### config.mk
export PLATFORM = sky130hd
export DESIGN_NAME = scan_bist_ctrl
export DESIGN_NICKNAME = d
export VERILOG_FILES = /design/src/rtl/scan_bist_ctrl.sv
export SDC_FILE = /design/constraint.sdc
export NUM_CORES = 1
export LEC_CHECK = 0
export ABC_AREA = 0
export ABC_CLOCK_PERIOD_IN_PS = 4800
export CORE_MARGIN = 1
export CORE_UTILIZATION = 45
export CTS_CLUSTER_DIAMETER = 50
export DETAILED_ROUTE_END_ITERATION = 6
export PLACE_DENSITY = 0.73
export SYNTH_ARGS = -nofsm -noshare
export SYNTH_HDL_FRONTEND = slang
export SYNTH_SLANG_ARGS = --single-unit
### constraint.sdc
create_clock -name clk_i -period 4.8 [get_ports clk_i]
set_clock_uncertainty 0.15 [all_clocks]
set_input_delay 0.48 -clock clk_i [delete_from_list [all_inputs] [get_ports clk_i]]
set_output_delay 0.48 -clock clk_i [all_outputs]
set_load 0.01 [all_outputs]
### src/rtl/scan_bist_ctrl.sv
`default_nettype none
// ============================================================================
// Module   : scan_bist_ctrl
// Summary  : Scan-BIST controller for a single scan chain. An LFSR feeds
//            pseudo-random patterns serially into the chain, the block
//            sequences shift/capture, and the chain output is compacted
//            into a MISR signature.
// Revision : 1.0 - initial release
// ============================================================================
module scan_bist_ctrl #(
  parameter int                 CHAIN_LEN    = 16,
  parameter int                 NUM_PATTERNS = 64,
  parameter int                 LFSR_W       = 16,
  parameter logic [LFSR_W-1:0]  LFSR_TAPS    = 16'hB400,
  parameter logic [LFSR_W-1:0]  LFSR_SEED    = 16'hACE1,
  parameter int                 MISR_W       = 16,
  parameter logic [MISR_W-1:0]  MISR_TAPS    = 16'hB400
) (
  input  logic              clk_i,
  input  logic              rst_i,
  input  logic              start_i,
  input  logic              scan_out_i,
  output logic              scan_en_o,
  output logic              scan_in_o,
  output logic              capture_o,
  output logic              busy_o,
  output logic              done_o,
  output logic [15:0]       pattern_cnt_o,
  output logic [MISR_W-1:0] signature_o
);

  // Shift counter is wide enough to hold CHAIN_LEN-1.
  localparam int CW = (CHAIN_LEN > 2) ? $clog2(CHAIN_LEN) : 1;
  localparam logic [CW-1:0] C_LAST_SHIFT = CW'(CHAIN_LEN - 1);
  localparam logic [15:0]   C_NUM_PAT    = 16'(NUM_PATTERNS);
  // An all-zero seed would lock the LFSR, so it is replaced by 1.
  localparam logic [LFSR_W-1:0] C_SEED = (LFSR_SEED == '0) ? LFSR_W'(1) : LFSR_SEED;

  typedef enum logic [2:0] {
    S_IDLE    = 3'd0,
    S_SHIFT   = 3'd1,
    S_CAPTURE = 3'd2,
    S_UNLOAD  = 3'd3,
    S_DONE    = 3'd4
  } state_t;

  state_t              state_q, state_d;
  logic [LFSR_W-1:0]   lfsr_q, lfsr_d;
  logic [MISR_W-1:0]   misr_q, misr_d;
  logic [CW-1:0]       shift_cnt_q, shift_cnt_d;
  logic [15:0]         pcnt_q, pcnt_d;
  logic [LFSR_W-1:0]   lfsr_step;
  logic [MISR_W-1:0]   misr_step;
  logic [15:0]         pcnt_inc;

  // State and datapath registers; reset aborts any run and clears the signature.
  always_ff @(posedge clk_i or posedge rst_i) begin
    if (rst_i) begin
      state_q     <= S_IDLE;
      lfsr_q      <= C_SEED;
      misr_q      <= '0;
      shift_cnt_q <= '0;
      pcnt_q      <= '0;
    end else begin
      state_q     <= state_d;
      lfsr_q      <= lfsr_d;
      misr_q      <= misr_d;
      shift_cnt_q <= shift_cnt_d;
      pcnt_q      <= pcnt_d;
    end
  end

  // Next-state logic: sequencing, LFSR advance and MISR compaction.
  always_comb begin
    state_d     = state_q;
    lfsr_d      = lfsr_q;
    misr_d      = misr_q;
    shift_cnt_d = shift_cnt_q;
    pcnt_d      = pcnt_q;
    lfsr_step   = {lfsr_q[LFSR_W-2:0], ^(lfsr_q & LFSR_TAPS)};
    misr_step   = {misr_q[MISR_W-2:0], 1'b0}
                ^ (misr_q[MISR_W-1] ? MISR_TAPS : '0)
                ^ {{(MISR_W-1){1'b0}}, scan_out_i};
    pcnt_inc    = pcnt_q + 16'd1;
    case (state_q)
      S_IDLE, S_DONE: begin
        if (start_i) begin
          state_d     = S_SHIFT;
          lfsr_d      = C_SEED;
          misr_d      = '0;
          shift_cnt_d = '0;
          pcnt_d      = '0;
        end
      end
      S_SHIFT: begin
        lfsr_d = lfsr_step;
        // The first load only flushes pre-test contents; do not compact it.
        if (pcnt_q != 16'd0) misr_d = misr_step;
        if (shift_cnt_q == C_LAST_SHIFT) begin
          shift_cnt_d = '0;
          state_d     = S_CAPTURE;
        end else begin
          shift_cnt_d = shift_cnt_q + 1'b1;
        end
      end
      S_CAPTURE: begin
        pcnt_d  = pcnt_inc;
        state_d = (pcnt_inc == C_NUM_PAT) ? S_UNLOAD : S_SHIFT;
      end
      S_UNLOAD: begin
        misr_d = misr_step;
        if (shift_cnt_q == C_LAST_SHIFT) begin
          shift_cnt_d = '0;
          state_d     = S_DONE;
        end else begin
          shift_cnt_d = shift_cnt_q + 1'b1;
        end
      end
      default: state_d = S_IDLE;
    endcase
  end

  // Output decode from registered state only.
  always_comb begin
    scan_en_o = 1'b0;
    scan_in_o = 1'b0;
    capture_o = 1'b0;
    busy_o    = 1'b0;
    done_o    = 1'b0;
    case (state_q)
      S_SHIFT: begin
        scan_en_o = 1'b1;
        scan_in_o = lfsr_q[LFSR_W-1];
        busy_o    = 1'b1;
      end
      S_CAPTURE: begin
        capture_o = 1'b1;
        busy_o    = 1'b1;
      end
      S_UNLOAD: begin
        scan_en_o = 1'b1;
        busy_o    = 1'b1;
      end
      S_DONE:  done_o = 1'b1;
      default: ;
    endcase
  end

  assign pattern_cnt_o = pcnt_q;
  assign signature_o   = misr_q;

endmodule
`default_nettype wire

# Word-level counts from Yosys, hierarchy flattened
# Index checks and enable logic that the tools add are counted.
# word_totals
register_bits,55
latchBits,0
ram_bits,0
mem_bits_ro,0
memories,0
# op_classes
addsub,2
n_mul,0
div,0
n_lt_le_gt_ge,0
eq_ne,10
n_shift,0
muxes,20
n_bitwise,2
reduce_logical,15
# op_table
cell,count
$mux 16,4
$pmux 16 s2,2
$pmux 16 s3,1
$add 16x1->16 const B,1
$eq 16x7->1 const B,1
$reduce_bool 16->1,1
$reduce_xor 16->1,1
$xor 16x1->16,1
$xor 16x16->16,1
$pmux 3 s4,1
$mux 3,3
$mux 4,2
$ne 2x2->1 const B,4
$pmux 4 s2,1
$eq 3x2->1 const B,2
$reduce_and 2->1,3
$reduce_and 3->1,2
$reduce_bool 2->1,3
$mux 1,5
$add 4x1->4 const B,1
$eq 4x4->1 const B,1
$reduce_or 2->1,2
$eq 3x1->1 const B,1
$eq 3x3->1 const B,1
4 further kinds,4

# Longest topological paths before layout
# logic_depth
depth_word,5
depth_mapped,8

# Worst setup path before layout
# OpenSTA, ideal clock, no wires.
# synth_timing
path_kind,reg2reg
from,register pcnt_q[0] (netlist: pattern_cnt_o[0])
to,register state_q[1]
t_arrival_ns,1.740
t_required_ns,4.584
path_slack_ns,2.845
stages_incl_launch_ff,7
path_buffers,0
path_cell_list,dfrtp_1 > ha_1 > nand2_1 > nor3_1 > a31oi_1 > a2111oi_2 > a31o_1
# synth_between
elab_chain_len,4
# synth_lines
element,line_no,source
start: declaration,51,"logic [15:0] pcnt_q, pcnt_d;"
start signal: assignment,69,pcnt_q <= pcnt_d;
$add 16x1->16,84,pcnt_inc = pcnt_q + 16'd1;
$eq 16x7->1,108,state_d = (pcnt_inc == C_NUM_PAT) ? S_UNLOAD : S_SHIFT;
$mux 2,108,
$pmux 3 s4,85,case (state_q)
end signal: assignment,65,state_q <= state_d;
end: declaration,47,"state_t state_q, state_d;"
# Every way passes these cells.
# A chain may end at the register's enable or synchronous reset.

# Final worst setup path
# layout_timing
from,register state_q[1]
to,output port capture_o
# layout_between
elab_chain_len,2
# layout_lines
element,line_no,source
$eq 3x2->1,130,case (state_q)
$mux 1,130,
end: declaration,25,"output logic capture_o,"
# Every way passes these cells.

==> results.ini <==
[global_route]
antenna_found_initial = 0
grt_max_degree = 56
grt_pass1_vias = 1966
grt-ovfl-total = 0
grt_pass1_wl_um = 9520
grt_usage_pct = 19.6

[clock_tree]
clock_sinks = 55
cts_buffers = 5
cts_tree = built
cts_max_level = 2
ctsHoldBuffers = 0
ctsResizeCount = 0
cts_setup_buffers = 0
clock_path_buffers = 2
cts-root-buf = clkbuf_8
clk_latency_ns = 0.31
path_clk_slew_ns = 0.11

[sta]
setup_violations = 0
setup_ws_ns = 1.78
max_slew_margin_pct = 34.3
setup_tns_ns = 0
worst_pin_slew_ns = 0.983
fmax_mhz = 331
slew_viol_final = 0
hold_viol = 0
min_period_ns = 3.02
rsz0062_at_grt = false
post-route-period-util_pct = 63.0

[synth]
ys.flop_type = dfrtp_1
synth_cell_types = 48
syn-instance-count = 259
synth_most_common_cell = dfrtp_1
yosys.area.top_type_share_pct = 43.9
synth_common_cells = 47 x dfrtp_1, 26 x a22o_1, 24 x o21ai_0
synth_seq_area_share_pct = 51.8
ys_top_cells_by_area = dfrtp_1 44%, a22o_1 8.5%, dfstp_2 7.8%
synth_edf_count = 0
yosysTopAreaCell = dfrtp_1
synth.ff_latch_count = 55
syn_area_per_cell_um2 = 10.3
async_flop_share_pct = 100
synth_fp_nets = 266
ys_warn_count = 0
syn_area_um2 = 2680

[die]
core_area_um2 = 5610
dieArea_um2 = 6270
die_y_um = 79.2
ios = 41
die_x_um = 79.2
initial_utilization_pct = 47.8
row_count = 27

[pwr]
p_per_area_nw_per_um2 = 675
leakage_nw = 1.32
vdd_drop_max_mv = 0.443

[run]
cap_violations = 0

[cells_and_area]
seq_area_um2 = 1390
nNetsFinal = 301
multi_input_area_um2 = 1180
final_cells = 367
antenna_cells = 0
fill_cells = 515
layout-drive-gt1-share_pct = 9.49
syn2layout_area_growth_pct = 19.4

[worst_hold_path]
hp-start = lfsr_q[9]$_DFFE_PP0P_
min_path_type = reg2reg
hold_depth = 1

[critical_path]
cp.arrival_ns = 2.39
r2r_start = state_q[1]$_DFFE_PP0P_
cp_max_fo = 18
worstRegToRegCells = 5
crit_path_end_kind = output port
critPathKind = reg2out
start_kind = flip-flop
worstSetupStartpoint = state_q[1]$_DFFE_PP0P_
crit_required_ns = 4.17

[run_status]
status = complete, no violations

[route]
drc = 0
drtAntennaViolNets = 0
detail_route.wl_per_cell_um = 15.4
avgViaCountPerCell = 5.67
dr.pass1.iters = 4
drt_iter0_markers = 83
routed_wl_um = 5640
num_vias = 2081

[place]
hpwl_um = 3820
dp_cells = 359
pre_cts_slack_ns = 2.15
globalplace.congestion = 0.865
io_buffers = 40

==> where the power goes <==
group	internal, mW	switching [mW]
registers	0.680	0.174
logic	0.533	0.515
clock network	0.105	0.153
==> area by class of cell <==
class | instances | share of cell area, %
multi-input cells | 180 | 36.8
clock inverters | 3 | 0.704
clock buffers | 5 | 2.15
inverters | 10 | 1.17
well taps | 72 | 2.82
flip-flops and latches | 55 | 43.3
repair buffers | 42 | 13.0
==> critical path, stage by stage, from the launching register on <==
cell and delay (ns):
dfrtp_1 0.48, or3b_1 0.61, clkinv_1 0.42, clkdlybuf4s50_1 0.58
==> per-layer routing <==
metal | routed length [µm] | part of all wire (%) | vias to the layer above | track usage [%]
met2 | 2610 | 46 | 36 | 29.9
met5 | 0 | 0 | - | 0
met3 | 188 | 3.3 | 7 | 4.02
met4 | 69 | 1.2 | 0 | 6.18
li1 | - | - | 1015 | -
met1 | 2770 | 49 | 1023 | 27.8
==> path summary, 6_finish.rpt <==
path                                           endpoint  slack [ns]
min in group asynchronous    signature_o[8]$_DFFE_PP0P_        0.54
hold reg to reg                   lfsr_q[9]$_DFFE_PP0P_        0.36
setup reg to reg                 state_q[1]$_DFFE_PP0P_        2.47
setup / recovery                              capture_o        1.78
hold / removal                    lfsr_q[9]$_DFFE_PP0P_        0.36
max in group asynchronous  pattern_cnt_o[4]$_DFFE_PP0P_        3.49
==> logic make-up (layout without fill, tap and decap cells) <==
logic type | after synthesis | in the layout | share of synthesized area [%]
AO/OA/AOI/OAI | 85 | 85 | 23.4
XOR/XNOR | 15 | 15 | 4.90
adder cells (fa/ha/maj) | 3 | 3 | 1.40
buffers and inverters | 24 | 60 | 4.25
flip-flops | 55 | 55 | 51.8
AND/OR/NAND/NOR | 77 | 77 | 14.2
==> cell usage in the layout, fill, tap and decap left out, types with 6 or more instances in the layout <==
cell,n
nand3_1,9
o21ai_0,24
dfrtp_1,47
xnor2_1,6
xor2_1,9
inv_1,7
clkdlybuf4s50_1,40
a22o_1,26
a21oi_1,6
nor2_1,20
nand2_1,22
dfstp_2,8
o22a_1,7
==> stage by stage <==
step           instance area (µm²)  util, %  hold slack [ns]  total power [mW]
3_3_place_gp                  3110     55.4            0.334              1.88
5_1_grt                       3200     57.1            0.384              2.33
2_1_floorplan                 2680        -            0.301              1.58
3_5_place_dp                  3110     55.4            0.338              1.91
6_report                      3200     57.1            0.364              2.16
4_1_cts                       3200     57.1            0.366              2.18
==> registers in the layout, summed over array words and instances (netlist names) <==
name	flops
shift_cnt_q	4
state_q	3
pattern_cnt_o	16
signature_o	16
lfsr_q	16
Note: power is estimated with default switching activity, not from simulation.
